==> src/rtl/micro_core.sv <==
// +--------------------------------------------------------------------------+
// | Module      : micro_core                                                 |
// | Description : Accumulator micro-controller core. Fetches 4-bit opcode +  |
// |               DATA_W-bit operand words from a synchronous ROM, executes  |
// |               load/store/ALU/jump instructions against an external data  |
// |               memory with a ready handshake, and stops on HLT.           |
// | Revision    : 1.0 - initial release                                      |
// +--------------------------------------------------------------------------+
// | Ports                                                                    |
// |   clk          in   rising-edge clock                                    |
// |   arst         in   active-high reset, sampled on clk                     |
// |   run          in   execution enable, only looked at in FETCH            |
// |   rom_addr     out  instruction address (= PC)                           |
// |   rom_data     in   {opcode[3:0], operand}, one cycle after rom_addr     |
// |   ram_addr     out  data address (= operand low bits of IR)              |
// |   ram_wr_en    out  write strobe, high only during EXEC of ST            |
// |   ram_data_rd  in   read data, taken when ram_ready=1 in MEM_RD          |
// |   ram_data_wr  out  write data (= ACC)                                   |
// |   ram_ready    in   access completes in a cycle with ram_ready=1         |
// |   acc_o        out  accumulator                                          |
// |   flags_o      out  {Z, N, C, V}                                         |
// |   halted       out  high once HLT has executed                           |
// +--------------------------------------------------------------------------+
`default_nettype none

module micro_core #(
  parameter int DATA_W     = 8,
  parameter int ROM_ADDR_W = 8,
  parameter int RAM_ADDR_W = 8
) (
  input  logic                  clk,
  input  logic                  arst,
  input  logic                  run,
  output logic [ROM_ADDR_W-1:0] rom_addr,
  input  logic [DATA_W+3:0]     rom_data,
  output logic [RAM_ADDR_W-1:0] ram_addr,
  output logic                  ram_wr_en,
  input  logic [DATA_W-1:0]     ram_data_rd,
  output logic [DATA_W-1:0]     ram_data_wr,
  input  logic                  ram_ready,
  output logic [DATA_W-1:0]     acc_o,
  output logic [3:0]            flags_o,
  output logic                  halted
);

  localparam int MSB = DATA_W - 1;

  localparam logic [3:0] c_OP_NOP  = 4'h0;
  localparam logic [3:0] c_OP_LDI  = 4'h1;
  localparam logic [3:0] c_OP_LD   = 4'h2;
  localparam logic [3:0] c_OP_ST   = 4'h3;
  localparam logic [3:0] c_OP_ADD  = 4'h4;
  localparam logic [3:0] c_OP_SUB  = 4'h5;
  localparam logic [3:0] c_OP_AND  = 4'h6;
  localparam logic [3:0] c_OP_OR   = 4'h7;
  localparam logic [3:0] c_OP_XOR  = 4'h8;
  localparam logic [3:0] c_OP_ADDI = 4'h9;
  localparam logic [3:0] c_OP_JMP  = 4'hA;
  localparam logic [3:0] c_OP_JZ   = 4'hB;
  localparam logic [3:0] c_OP_JC   = 4'hC;
  localparam logic [3:0] c_OP_SHL  = 4'hD;
  localparam logic [3:0] c_OP_SHR  = 4'hE;
  localparam logic [3:0] c_OP_HLT  = 4'hF;

  localparam logic [ROM_ADDR_W-1:0] c_PC_ONE = ROM_ADDR_W'(1);

  typedef enum logic [2:0] {
    S_FETCH  = 3'd0,
    S_DECODE = 3'd1,
    S_MEM_RD = 3'd2,
    S_EXEC   = 3'd3,
    S_HALT   = 3'd4
  } state_t;

  // Architectural and control registers
  state_t                state_q;
  logic [ROM_ADDR_W-1:0] pc_q;
  logic [DATA_W+3:0]     ir_q;
  logic [DATA_W-1:0]     acc_q;
  logic [DATA_W-1:0]     mbr_q;
  logic [3:0]            flags_q;     // {Z, N, C, V}
  logic                  ram_wr_en_q;
  logic                  halted_q;

  // Instruction fields
  logic [3:0]        opc;
  logic [DATA_W-1:0] opnd;
  logic [3:0]        dec_opc;
  logic              dec_mem_rd;

  assign opc     = ir_q[DATA_W+3:DATA_W];
  assign opnd    = ir_q[DATA_W-1:0];
  // In DECODE the instruction is still on the ROM bus, not yet in IR
  assign dec_opc = rom_data[DATA_W+3:DATA_W];

  always_comb begin
    dec_mem_rd = 1'b0;
    case (dec_opc)
      c_OP_LD, c_OP_ADD, c_OP_SUB,
      c_OP_AND, c_OP_OR, c_OP_XOR: dec_mem_rd = 1'b1;
      default:                     dec_mem_rd = 1'b0;
    endcase
  end

  // ALU / next-state values for EXEC
  logic [DATA_W:0]   sum_w;
  logic [DATA_W-1:0] res_w;
  logic [DATA_W-1:0] acc_d;
  logic [3:0]        flags_d;
  logic              c_w;
  logic              v_w;
  logic              upd_zn;
  logic              upd_cv;
  logic              take_jump;

  always_comb begin
    sum_w     = '0;
    res_w     = acc_q;
    c_w       = flags_q[1];
    v_w       = flags_q[0];
    upd_zn    = 1'b0;
    upd_cv    = 1'b0;
    take_jump = 1'b0;

    case (opc)
      c_OP_LDI: begin
        res_w  = opnd;
        upd_zn = 1'b1;
      end
      c_OP_LD: begin
        res_w  = mbr_q;
        upd_zn = 1'b1;
      end
      c_OP_ADD: begin
        sum_w  = {1'b0, acc_q} + {1'b0, mbr_q};
        res_w  = sum_w[DATA_W-1:0];
        c_w    = sum_w[DATA_W];
        // Overflow: operands share a sign that the result does not
        v_w    = (acc_q[MSB] == mbr_q[MSB]) && (res_w[MSB] != acc_q[MSB]);
        upd_zn = 1'b1;
        upd_cv = 1'b1;
      end
      c_OP_ADDI: begin
        sum_w  = {1'b0, acc_q} + {1'b0, opnd};
        res_w  = sum_w[DATA_W-1:0];
        c_w    = sum_w[DATA_W];
        v_w    = (acc_q[MSB] == opnd[MSB]) && (res_w[MSB] != acc_q[MSB]);
        upd_zn = 1'b1;
        upd_cv = 1'b1;
      end
      c_OP_SUB: begin
        // The extra top bit of a widened subtraction is the borrow
        sum_w  = {1'b0, acc_q} - {1'b0, mbr_q};
        res_w  = sum_w[DATA_W-1:0];
        c_w    = sum_w[DATA_W];
        // Overflow: operands differ in sign and result sign flips from ACC
        v_w    = (acc_q[MSB] != mbr_q[MSB]) && (res_w[MSB] != acc_q[MSB]);
        upd_zn = 1'b1;
        upd_cv = 1'b1;
      end
      c_OP_AND, c_OP_OR, c_OP_XOR: begin
        if (opc == c_OP_AND)     res_w = acc_q & mbr_q;
        else if (opc == c_OP_OR) res_w = acc_q | mbr_q;
        else                     res_w = acc_q ^ mbr_q;
        c_w    = 1'b0;
        v_w    = 1'b0;
        upd_zn = 1'b1;
        upd_cv = 1'b1;
      end
      c_OP_SHL: begin
        res_w  = {acc_q[MSB-1:0], 1'b0};
        c_w    = acc_q[MSB];
        v_w    = 1'b0;
        upd_zn = 1'b1;
        upd_cv = 1'b1;
      end
      c_OP_SHR: begin
        res_w  = {1'b0, acc_q[MSB:1]};
        c_w    = acc_q[0];
        v_w    = 1'b0;
        upd_zn = 1'b1;
        upd_cv = 1'b1;
      end
      c_OP_JMP: take_jump = 1'b1;
      c_OP_JZ:  take_jump = flags_q[3];
      c_OP_JC:  take_jump = flags_q[1];
      default: begin
        // NOP, ST, HLT: accumulator and flags untouched
      end
    endcase

    acc_d   = res_w;
    flags_d = flags_q;
    if (upd_zn) flags_d[3:2] = {(res_w == '0), res_w[MSB]};
    if (upd_cv) flags_d[1:0] = {c_w, v_w};
  end

  // Control FSM and all architectural state
  always_ff @(posedge clk) begin
    if (arst) begin
      state_q     <= S_FETCH;
      pc_q        <= '0;
      ir_q        <= '0;
      acc_q       <= '0;
      mbr_q       <= '0;
      flags_q     <= '0;
      ram_wr_en_q <= 1'b0;
      halted_q    <= 1'b0;
    end else begin
      case (state_q)
        S_FETCH: begin
          if (run) state_q <= S_DECODE;
        end

        S_DECODE: begin
          ir_q <= rom_data;
          pc_q <= pc_q + c_PC_ONE;
          // Strobe is raised here so it is already high on the first EXEC cycle
          ram_wr_en_q <= (dec_opc == c_OP_ST);
          state_q     <= dec_mem_rd ? S_MEM_RD : S_EXEC;
        end

        S_MEM_RD: begin
          if (ram_ready) begin
            mbr_q   <= ram_data_rd;
            state_q <= S_EXEC;
          end
        end

        S_EXEC: begin
          if (opc == c_OP_ST) begin
            if (ram_ready) begin
              ram_wr_en_q <= 1'b0;
              state_q     <= S_FETCH;
            end
          end else if (opc == c_OP_HLT) begin
            halted_q <= 1'b1;
            state_q  <= S_HALT;
          end else begin
            acc_q   <= acc_d;
            flags_q <= flags_d;
            if (take_jump) pc_q <= opnd[ROM_ADDR_W-1:0];
            state_q <= S_FETCH;
          end
        end

        S_HALT: begin
          state_q <= S_HALT;
        end

        default: begin
          state_q <= S_FETCH;
        end
      endcase
    end
  end

  assign rom_addr    = pc_q;
  assign ram_addr    = ir_q[RAM_ADDR_W-1:0];
  assign ram_wr_en   = ram_wr_en_q;
  assign ram_data_wr = acc_q;
  assign acc_o       = acc_q;
  assign flags_o     = flags_q;
  assign halted      = halted_q;

endmodule

`default_nettype wire

==> config.mk <==
export PLATFORM = sky130hd
export DESIGN_NAME = micro_core
export DESIGN_NICKNAME = d
export VERILOG_FILES = /design/src/rtl/micro_core.sv
export SDC_FILE = /design/constraint.sdc
export NUM_CORES = 1
export LEC_CHECK = 0
export CORE_MARGIN = 8
export CORE_UTILIZATION = 45
export CTS_BUF_LIST = sky130_fd_sc_hd__clkbuf_16
export DETAILED_ROUTE_END_ITERATION = 8
export GPL_ROUTABILITY_DRIVEN = 0
export PLACE_DENSITY = 0.67
export SYNTH_ARGS = -nofsm -noshare
export SYNTH_HDL_FRONTEND = slang
export SYNTH_SLANG_ARGS = --single-unit
==> constraint.sdc <==
create_clock -name clk -period 3.6 [get_ports clk]
set_clock_uncertainty 0.1 [all_clocks]
set_input_delay 0.36 -clock clk [delete_from_list [all_inputs] [get_ports clk]]
set_output_delay 0.36 -clock clk [all_outputs]
set_load 0.01 [all_outputs]
# After elaboration in Yosys (flattened, before gate mapping)
# Index checks and enable logic that the tools add are counted.
# classes
add_sub_neg	4
n_eq_ne	40
muxes	23
bitwise_logic	5
n_reduce_logical	22
# ops
op	count
case mux 8 bit (8 select lines)	1
2-to-1 mux 8 bit	5
equality test 4 bit (second input constant)	9
equality test 4 x 3 -> 1 bit (second input constant)	8
adder 8 x 8 -> 9 bit	2
equality test 4 x 2 -> 1 bit (second input constant)	4
case mux 8 bit (2 select lines)	1
2-to-1 mux 3 bit	5
case mux 3 bit (5 select lines)	1
inequality test 2 bit (second input constant)	7
AND reduction 3 bit	4
AND reduction 5 bit	2
OR reduction 10 bit	1
subtractor 8 x 8 -> 9 bit	1
adder 8 x 1 -> 8 bit (second input constant)	1
bitwise AND 8 bit	1
logical NOT 8 bit	1
OR 8 bit	1
AND reduction 4 bit	2
OR reduction 8 bit	1
XOR 8 bit	1
equality test 3 x 2 -> 1 bit (second input constant)	2
2-to-1 mux 1 bit	6
case mux 1 bit (6 select lines)	1
19 further kinds	26
# totals
reg_bits	45
in_bits	24
out_inout_bits	38
word_cells	104

# Longest topological paths before layout
# Gate-level depths: netlist of run 1.
# logic_depth
depth_word	6
mapped_depth	12
mapped_depth_nobuf	12

# Worst setup path after synthesis of run 1
# No wires, ideal clock.
# synth_timing
kind	reg2reg
start	reg acc_q[0], in the netlist acc_o[0]
end	reg flags_q[3], in the netlist flags_o[3]
setup_ns	0.059
arrival_time_ns	2.797
t_required_ns	3.441
path_slack_ns	0.644
path_stages_with_launch	12
path_buffers	0
synth_period_minus_slack_ns	2.956
path_cell_list	dfxtp_1 > inv_1 > ha_1 > inv_1 > fa_1 > mux2_2 > a21oi_1 > nor2_1 > or4b_1 > a2111oi_2 > o2111a_1 > a31o_1
# synth_between
elab_chain_cells	5
elab_cells_between_ends	10
cone_classes	3 x add/sub; 3 x mux; 3 x bitwise; 1 x reduce/logical
# synth_rtl
element	line_no	rtl
from (decl)	79	logic [DATA_W-1:0] acc_q;
from (signal assigned)	204	acc_q <= '0;
from (signal assigned)	240	acc_q <= acc_d;
parallel branches: the longest is 3 deep, another holds subtractor 8 x 8 -> 9 bit	n/a	
case mux 8 bit (8 select lines) *	125	case (opc)
logical NOT 8 bit *	194	if (upd_zn) flags_d[3:2] = {(res_w == '0), res_w[MSB]};
to (signal assigned)	241	flags_q <= flags_d;
to (decl)	81	logic [3:0] flags_q;
# Every way passes the cells marked *.
# A chain may end at the register's enable or synchronous reset.

# Worst setup path in the final report of run 1
# Ends and elaborated chain as after synthesis.

==> flow_metrics.py, run 1 <==
metrics = {
    "outcome": {
        "status": "complete, no violations",
    },
    "global_routing": {
        "grt_pass1_wl_mm": 23.4,
        "grt_pass1_vias": 4503,
        "grt_max_degree": 47,
        "antenna_found_initial": 0,
        "gr-total-overflow": 0,
        "grt_use_total_pct": 22.8,
    },
    "clock_network": {
        "worst_setup_hold_path_clk_slew_ns": 0.07,
        "clkLatencyLatePin_ns": 0.30,
        "cts_root_buffer": "clkbuf_16",
        "numCtsBuffers": 5,
        "post-cts-setup-buffers": 0,
        "h-tree-depth": 2,
        "ctsResizeCount": 0,
        "postCtsHoldBufs": 0,
        "max-clock-path-buffers": 2,
        "cts_sinks": 45,
        "cts_tree": "yes",
    },
    "min_path": {
        "hold_path.class": "reg2reg",
        "min_from": "halted",
    },
    "timing": {
        "hold_viol": 0,
        "layout_min_cycle_time_ns": 3.32,
        "holdWs_ns": 0.373,
        "relSlewSlack_pct": 27.6,
        "fmax_mhz": 301,
        "fin_crit_sh_pct": 92.2,
        "slew_viol_final": 0,
        "setup_tns_ns": 0,
        "setup_viol": 0,
        "worst_pin_slew_ns": 1.08,
        "rsz0062_at_grt": "no",
    },
    "setup_path": {
        "crit_start": "acc_o[0]",
        "cp.buffers_inverters": 2,
        "cp.arrival_ns": 3.46,
        "setup.worst_path.start_class": "flop",
        "setup.worst_path.class": "reg2reg",
        "cp_max_fo": 8,
        "slowest_stage": "or4b_1",
        "worstPathRequired_ns": 3.74,
        "critPathMostFrequentCell": "inv_1",
        "critical-path-top-delay-family": "compound AO/OA/AOI/OAI gates",
        "worst_path_largest_cell_delay_ns": 0.54,
        "cp_cell_sequence": "inv_1 -> ha_1 -> inv_1 -> fa_1 -> mux2_2 -> a21oi_1 -> nor2_1 -> or4b_1 -> a2111oi_2 -> o2111a_1 -> a31o_1",
        "end_kind": "flop",
        "r2r_start": "acc_o[0]",
    },
    "yosys": {
        "synth_edf_count": 0,
        "synthMuxAreaShare_pct": 2.44,
        "async_flop_share_pct": 0,
        "synth_top_family_by_area": "compound AO/OA/AOI/OAI gates",
        "syn_avg_cell_area_um2": 7.26,
        "yosysWarnings": 0,
        "ys_types": 74,
        "synth_fa_ha_area_share_pct": 11.4,
        "yosys.area_share.simple_pct": 24.7,
        "ys.flop_type": "dfxtp_1",
        "synth.ff_latch_count": 45,
        "synthCells": 573,
        "yosysSeqAreaShare_pct": 21.6,
        "synth-compound-area-share_pct": 28.8,
        "netlist_area_um2": 4160,
        "synth_xor_area_share_pct": 1.05,
        "synthesis.nets": 633,
    },
    "cells_and_area": {
        "drive_gt1_share_pct": 6.38,
        "nFillCells": 899,
        "insertedDiodeCount": 0,
        "final_core_util_pct": 54.3,
        "fin_cells": 722,
        "layout_common_cells": "nand2_1, nor2_1, clkdlybuf4s50_1",
        "design_area_um2": 4940,
        "syn2layout_area_growth_pct": 18.8,
        "layout_commonest_cell": "nand2_1",
        "nets": 670,
    },
    "detailed_routing": {
        "avgViaCountPerCell": 6.24,
        "vias": 4508,
        "totalWireLength_mm": 14.4,
        "ant_nets": 0,
        "drc": 0,
        "dr.pass1.iters": 5,
        "drtIter0Drc": 598,
        "wl_per_cell_um": 20.0,
    },
    "floorplan": {
        "core_um2": 9110,
        "die_x_um": 112,
        "die_y_um": 112,
        "ios": 62,
        "rows": 35,
        "die_area_um2": 12600,
        "start_util_pct": 45.7,
    },
    "placed_design": {
        "place_inst": 714,
        "hpwl_mm": 10.7,
        "placed_area_um2": 4780,
        "port_buffers": 61,
    },
    "pwr": {
        "ir_drop_uv": 215,
        "leakage_nw": 1.81,
        "p_per_area_nw_per_um2": 327,
    },
    "flow_run": {
        "maxCapViolCount": 0,
    },
}
## worst reg2reg max path: stages, from the launching register on
cell       delay (ns)
dfxtp_1          0.50
inv_1            0.13
ha_1             0.23
inv_1            0.07
fa_1             0.40
mux2_2           0.26
a21oi_1          0.15
nor2_1           0.06
or4b_1           0.54
a2111oi_2        0.42
o2111a_1         0.25
a31o_1           0.14
## state kept, by name (all words and copies together), names as in the netlist
name / cells
ram_wr_en: 1
flags_o: 4
state_q: 3
mbr_q: 8
rom_addr: 8
acc_o: 8
halted: 1
ir_q: 12
## final timing paths
kind	endpoint	slack, ns	depth (start not counted)
worst max-delay path	flags_o[3]	0.28	11
worst min-delay path	halted	0.37	2
worst max register to register	flags_o[3]	0.28	11
worst min register to register	halted	0.37	2
## stage by stage
step	worst slack, ns	total power, mW
CTS	0.312	1.61
global placement	0.508	1.06
detailed placement	0.322	1.06
finish	0.280	1.62
floorplan	0.644	0.901
global route	0.118	1.69
## synth_stat cells, drive strengths merged (3+ instances only)
| cell | instances | share of area [%] |
|---|---|---|
| nor4 | 4 | 0.60 |
| nor2b | 11 | 1.8 |
| a311oi | 3 | 0.63 |
| dfxtp | 45 | 22 |
| nand2 | 64 | 5.8 |
| inv | 36 | 3.2 |
| nand3 | 13 | 1.6 |
| clkbuf | 21 | 1.9 |
| a31o | 3 | 0.63 |
| nand3b | 7 | 1.3 |
| a211oi | 17 | 3.1 |
| a21o | 5 | 0.90 |
| xnor2 | 4 | 0.84 |
| o21ai | 31 | 3.7 |
| a22oi | 11 | 2.1 |
| or3 | 3 | 0.45 |
| a32oi | 3 | 0.63 |
| buf | 29 | 4.9 |
| fa | 3 | 1.4 |
| o22ai | 8 | 1.2 |
| nand4 | 4 | 0.60 |
| mux2i | 9 | 2.2 |
| a2111oi | 4 | 0.99 |
| or2 | 3 | 0.45 |
| o21bai | 3 | 0.54 |
| a221oi | 5 | 1.1 |
| ha | 33 | 9.9 |
| nor2 | 63 | 5.9 |
| nand2b | 12 | 2.0 |
| nor3 | 15 | 1.8 |
| and2 | 3 | 0.51 |
| o21a | 3 | 0.54 |
| a21oi | 55 | 6.6 |
## power breakdown
part	switching (mW)	leakage, nW	total (mW)	internal [mW]
logic	0.291	1.36	0.497	0.206
clock network	0.223	0.0775	0.549	0.326
registers	0.0460	0.365	0.570	0.524
## cell families (layout without fill, tap and decap cells)
group	after synthesis	count (layout)
compound gates	179	179
xor+xnor	5	5
fa+ha+maj	36	36
buf+inv	86	124
flops	45	45
mux	10	10
simple gates	212	212
## cell type report
| cell class | instances | area, µm² | share of cell area, % |
|---|---|---|---|
| clock buffer | 5 | 125 | 2.53 |
| inverter | 36 | 135 | 2.73 |
| multi-input combinational | 442 | 2850 | 57.6 |
| tap | 111 | 139 | 2.81 |
| clock inverter | 3 | 41.3 | 0.835 |
| timing repair buffer | 80 | 753 | 15.2 |
| sequential | 45 | 901 | 18.2 |
## routing by layer
layer | wire, µm | GRT usage [%] | part of all wire [%] | vias up
met3 | 1390 | 5.74 | 9.7 | 63
met2 | 6600 | 37.4 | 46 | 243
met1 | 5780 | 27.1 | 40 | 2087
li1 | - | - | - | 2115
met4 | 668 | 11.5 | 4.6 | 0
met5 | 0 | 0 | 0 | -
No activity file was read; power rests on OpenSTA's default activity.
==> run 2: changes to the inputs <==
- PLACE_DENSITY: 0.67 -> 0.7
- clock period: 3.6 -> 2.9 ns (I/O delays scaled with it)
==> flow_metrics.py, run 2 (synthesis results as in run 1) <==
metrics = {
    "outcome": {
        "status": "complete, no violations",
    },
    "detailed_routing": {
        "vias": 4686,
        "dr.pass1.iters": 6,
        "drtIter0Drc": 396,
        "avgViaCountPerCell": 6.20,
        "drc": 0,
        "totalWireLength_mm": 14.8,
        "wl_per_cell_um": 19.5,
        "ant_nets": 0,
    },
    "setup_path": {
        "slowest_stage": "or4_4",
        "rr_worst_depth": 11,
        "setup.worst_path.class": "reg2reg",
        "cp.depth": 11,
        "cp.arrival_ns": 2.99,
        "cp.buffers_inverters": 1,
        "cp_max_fo": 6,
        "cp_cell_sequence": "ha_2 -> inv_1 -> fa_1 -> nor2b_1 -> o21ai_0 -> nand2b_1 -> mux2i_2 -> or4_4 -> a2111oi_4 -> o2111a_1 -> a31o_1",
        "critical-path-top-delay-family": "compound AO/OA/AOI/OAI gates",
        "worst_path_largest_cell_delay_ns": 0.50,
        "worstPathRequired_ns": 3.03,
        "setup.worst_path.start_class": "flop",
        "end_kind": "flop",
    },
    "clock_network": {
        "postCtsHoldBufs": 0,
        "max-clock-path-buffers": 2,
        "cts_sinks": 45,
        "cts_root_buffer": "clkbuf_16",
        "worst_setup_hold_path_clk_slew_ns": 0.07,
        "post-cts-setup-buffers": 0,
        "h-tree-depth": 2,
        "numCtsBuffers": 5,
        "cts_tree": "yes",
        "clkLatencyLatePin_ns": 0.30,
    },
    "pwr": {
        "ir_drop_uv": 218,
        "leakage_nw": 1.98,
        "p_per_area_nw_per_um2": 378,
    },
    "cells_and_area": {
        "syn2layout_area_growth_pct": 26.4,
        "regMostFlops": "ir_q",
        "nets": 704,
        "layout_commonest_cell": "nand2_1",
        "layout_common_cells": "nand2_1, nor2_1, clkdlybuf4s50_1",
        "insertedDiodeCount": 0,
        "final_core_util_pct": 57.7,
        "nFillCells": 846,
        "drive_gt1_share_pct": 13.8,
        "largest_reg_flops": 12,
    },
    "timing": {
        "worst_pin_slew_ns": 0.837,
        "hold_viol": 0,
        "slew_viol_final": 0,
        "setup_viol": 0,
        "setup_tns_ns": 0,
        "layout_min_cycle_time_ns": 2.86,
        "holdWs_ns": 0.387,
        "relSlewSlack_pct": 44.0,
        "fin_crit_sh_pct": 98.6,
        "rsz0062_at_grt": "yes",
        "fmax_mhz": 350,
    },
    "floorplan": {
        "die_y_um": 112,
        "die_x_um": 112,
        "ios": 62,
        "core_um2": 9110,
        "die_area_um2": 12600,
        "start_util_pct": 45.7,
        "rows": 35,
    },
    "placed_design": {
        "port_buffers": 61,
        "hpwl_mm": 11.2,
    },
    "global_routing": {
        "busiest_layer": "met2",
        "use_met3_pct": 5.42,
        "use_met2_pct": 38.6,
        "grt_use_total_pct": 23.2,
        "grt_max_degree": 47,
        "antenna_found_initial": 0,
        "grtUsageMet1_pct": 27.5,
        "grt_pass1_vias": 4742,
        "gr-total-overflow": 0,
        "grt_pass1_wl_mm": 24.0,
    },
    "min_path": {
        "hold_path.class": "reg2reg",
        "whs_path_depth": 2,
    },
    "flow_run": {
        "maxCapViolCount": 0,
    },
}
run 2: metal layers:
layer,vias to the layer above,part of all wire [%]
li1,2182,-
met1,2111,40
met2,320,45
met3,73,10
met4,0,4.6
met5,-,0
run 2: final timing paths:
check,end,startpoint,slack [ns]
worst min register to register,halted,halted,0.39
worst max-delay path,flags_o[3],acc_o[0],0.04
worst max register to register,flags_o[3],acc_o[0],0.04
worst min-delay path,halted,halted,0.39
run 2: worst reg2reg max path, delay by kind of cell, from the launching register on:
| kind | cells | cell delay (ns) |
|---|---|---|
| buf+inv | 1 | 0.06 |
| mux | 1 | 0.09 |
| simple gates | 3 | 0.80 |
| compound gates | 4 | 0.82 |
| flops | 1 | 0.38 |
| fa+ha+maj | 2 | 0.57 |
run 2: final cells by class:
class / instances / area (µm²) / share of cell area (%)
flip-flops and latches: 45 / 907 / 17.2
well taps: 111 / 139 / 2.64
clock inverters: 3 / 18.8 / 0.357
clock buffers: 5 / 125 / 2.38
repair buffers: 114 / 1020 / 19.4
multi-input cells: 442 / 2910 / 55.4
inverters: 36 / 135 / 2.57
run 2: through the flow:
| stage | setup WS (ns) | std cells | instance area [µm²] | power (mW) |
|---|---|---|---|---|
| 5_1_grt | -0.0801 | 756 | 5260 | 2.07 |
| 3_5_place_dp | -0.0532 | 748 | 5050 | 1.37 |
| 3_3_place_gp | 0.00977 | 748 | 5050 | 1.36 |
| 6_report | 0.0397 | 756 | 5260 | 1.99 |
| 2_1_floorplan | 0.0445 | 573 | 4160 | 1.12 |
| 4_1_cts | 0.00660 | 756 | 5210 | 1.96 |
run 2: power by group:
part	switching, mW	total [mW]	internal (mW)
Clock	0.277	0.595	0.317
Sequential	0.0474	0.698	0.651
Combinational	0.392	0.697	0.305
run 2: repair_timing:
item                       CTS  global route
gates cloned                 0             0
resized for setup            6            13
setup endpoints to repair    1             5
pin swaps                    1             3
==> run 3: changes to the inputs <==
- RECOVER_POWER: not set -> 100
==> flow_metrics.py, run 3 (synthesis results as in run 1) <==
metrics = {
    "timing": {
        "fin_crit_sh_pct": 98.6,
        "relSlewSlack_pct": 42.2,
        "fmax_mhz": 350,
        "slew_viol_final": 0,
        "layout_min_cycle_time_ns": 2.86,
        "post-route-worst-setup-slack_ns": 0.0419,
        "setup_viol": 0,
        "worst_pin_slew_ns": 0.867,
        "hold_viol": 0,
        "rsz0062_at_grt": "yes",
        "holdWs_ns": 0.381,
    },
    "pwr": {
        "ir_drop_uv": 212,
        "totalPowerFinal_mw": 1.97,
        "leakage_nw": 2.08,
        "p_per_area_nw_per_um2": 377,
    },
    "setup_path": {
        "end_kind": "flop",
        "rr_worst_depth": 11,
        "critPathMostFrequentCell": "inv_1",
        "slowest_stage": "or4b_4",
        "r2r_end": "flags_o[3]",
        "worstPathRequired_ns": 3.03,
        "ff2ff_setup_slack_ns": 0.04,
        "r2r_start": "acc_o[0]",
        "setup.worst_path.start_class": "flop",
        "cp_cell_sequence": "inv_1 -> ha_1 -> inv_1 -> fa_2 -> mux2_2 -> a21oi_2 -> nor2_1 -> or4b_4 -> a2111oi_4 -> o2111a_1 -> a31o_1",
        "setup.worst_path.class": "reg2reg",
        "cp.arrival_ns": 2.99,
        "cp_max_fo": 6,
        "worst_path_largest_cell_delay_ns": 0.55,
    },
    "min_path": {
        "min_from": "halted",
        "hold_path.class": "reg2reg",
        "holdPathEnd": "halted",
        "whs_path_depth": 2,
    },
    "global_routing": {
        "antenna_found_initial": 0,
        "grt_max_degree": 47,
        "grt_use_total_pct": 23.2,
        "gr-total-overflow": 0,
        "grt_pass1_wl_mm": 24.0,
        "grt_pass1_vias": 4742,
    },
    "outcome": {
        "status": "complete, no violations",
    },
    "cells_and_area": {
        "syn2layout_area_growth_pct": 25.7,
        "final_core_util_pct": 57.4,
        "fin_cells": 756,
        "nFillCells": 855,
        "largest_reg_flops": 12,
        "regMostFlops": "ir_q",
        "nets": 704,
        "drive_gt1_share_pct": 12.7,
        "layout_commonest_cell": "nand2_1",
        "layout_common_cells": "nand2_1, nor2_1, a21oi_1",
        "insertedDiodeCount": 0,
    },
    "clock_network": {
        "cts_root_buffer": "clkbuf_16",
        "max-clock-path-buffers": 2,
        "worst_setup_hold_path_clk_slew_ns": 0.07,
        "clkLatencyLatePin_ns": 0.29,
        "cts_sinks": 45,
        "h-tree-depth": 2,
        "numCtsBuffers": 5,
        "cts_tree": "yes",
    },
    "floorplan": {
        "core_um2": 9110,
        "rows": 35,
        "die_x_um": 112,
        "ios": 62,
        "start_util_pct": 45.7,
        "die_area_um2": 12600,
        "die_y_um": 112,
    },
    "detailed_routing": {
        "avgViaCountPerCell": 6.22,
        "ant_nets": 0,
        "dr.pass1.iters": 6,
        "drc": 0,
        "totalWireLength_mm": 14.7,
        "wl_per_cell_um": 19.4,
        "vias": 4701,
        "drtIter0Drc": 414,
    },
    "placed_design": {
        "place_inst": 748,
        "dpl_worst_slack_ns": -0.0532,
        "hpwl_mm": 11.2,
        "port_buffers": 61,
    },
    "flow_run": {
        "maxCapViolCount": 0,
    },
}
## run 3: critical path: cells and delay by family, from the launching register on
kind / cells / cell delay, ns
adders and majority gates: 2 / 0.62
and+or+nand+nor: 2 / 0.60
DFF: 1 / 0.37
muxes: 1 / 0.28
buffers and inverters: 2 / 0.13
AOI/OAI and AO/OA: 4 / 0.69
## run 3: worst max-delay path by stage
stage               startpoint          to  cells after the start
finish                acc_o[0]  flags_o[3]                     11
global route          acc_o[0]  flags_o[3]                     11
CTS                   acc_o[0]  flags_o[3]                     11
detailed placement    acc_o[0]  flags_o[3]                     11
global placement      acc_o[0]  flags_o[3]                     11
floorplan             acc_o[0]  flags_o[3]                     11
## run 3: cell type report
type	count	area, µm²	share of cell area (%)
Clock buffer	5	125	2.39
Timing Repair Buffer	114	998	19.1
Sequential cell	45	907	17.3
Tap cell	111	139	2.65
Clock inverter	3	18.8	0.359
Inverter	36	135	2.58
Multi-Input combinational cell	442	2910	55.6
## run 3: stage by stage
| stage | TNS, ns | area (µm²) |
|---|---|---|
| finish | 0 | 5230 |
| global route | -0.0801 | 5230 |
| CTS | 0 | 5210 |
| detailed placement | -0.0532 | 5050 |
| global placement | 0 | 5050 |
| floorplan | 0 | 4160 |
## run 3: timing repair
action / CTS / global route
hold buffers: 0 / 0
endpoints found under the setup margin: 1 / 5
hold endpoints to repair: 0 / 0
pin swaps: 1 / 3
setup buffers: 0 / 0
cloned: 0 / 0
gates resized for setup: 6 / 13
## run 3: power by group
group | internal (mW) | leakage, nW | switching [mW]
combinational | 0.291 | 1.64 | 0.391
clock | 0.317 | 0.0672 | 0.273
sequential | 0.651 | 0.367 | 0.0465
## run 3: layer usage
layer	wire length, µm	track usage [%]	vias up
met4	788	11.6	0
met5	0	0	-
li1	-	-	2188
met2	6620	38.6	321
met1	5820	27.5	2120
met3	1480	5.42	72
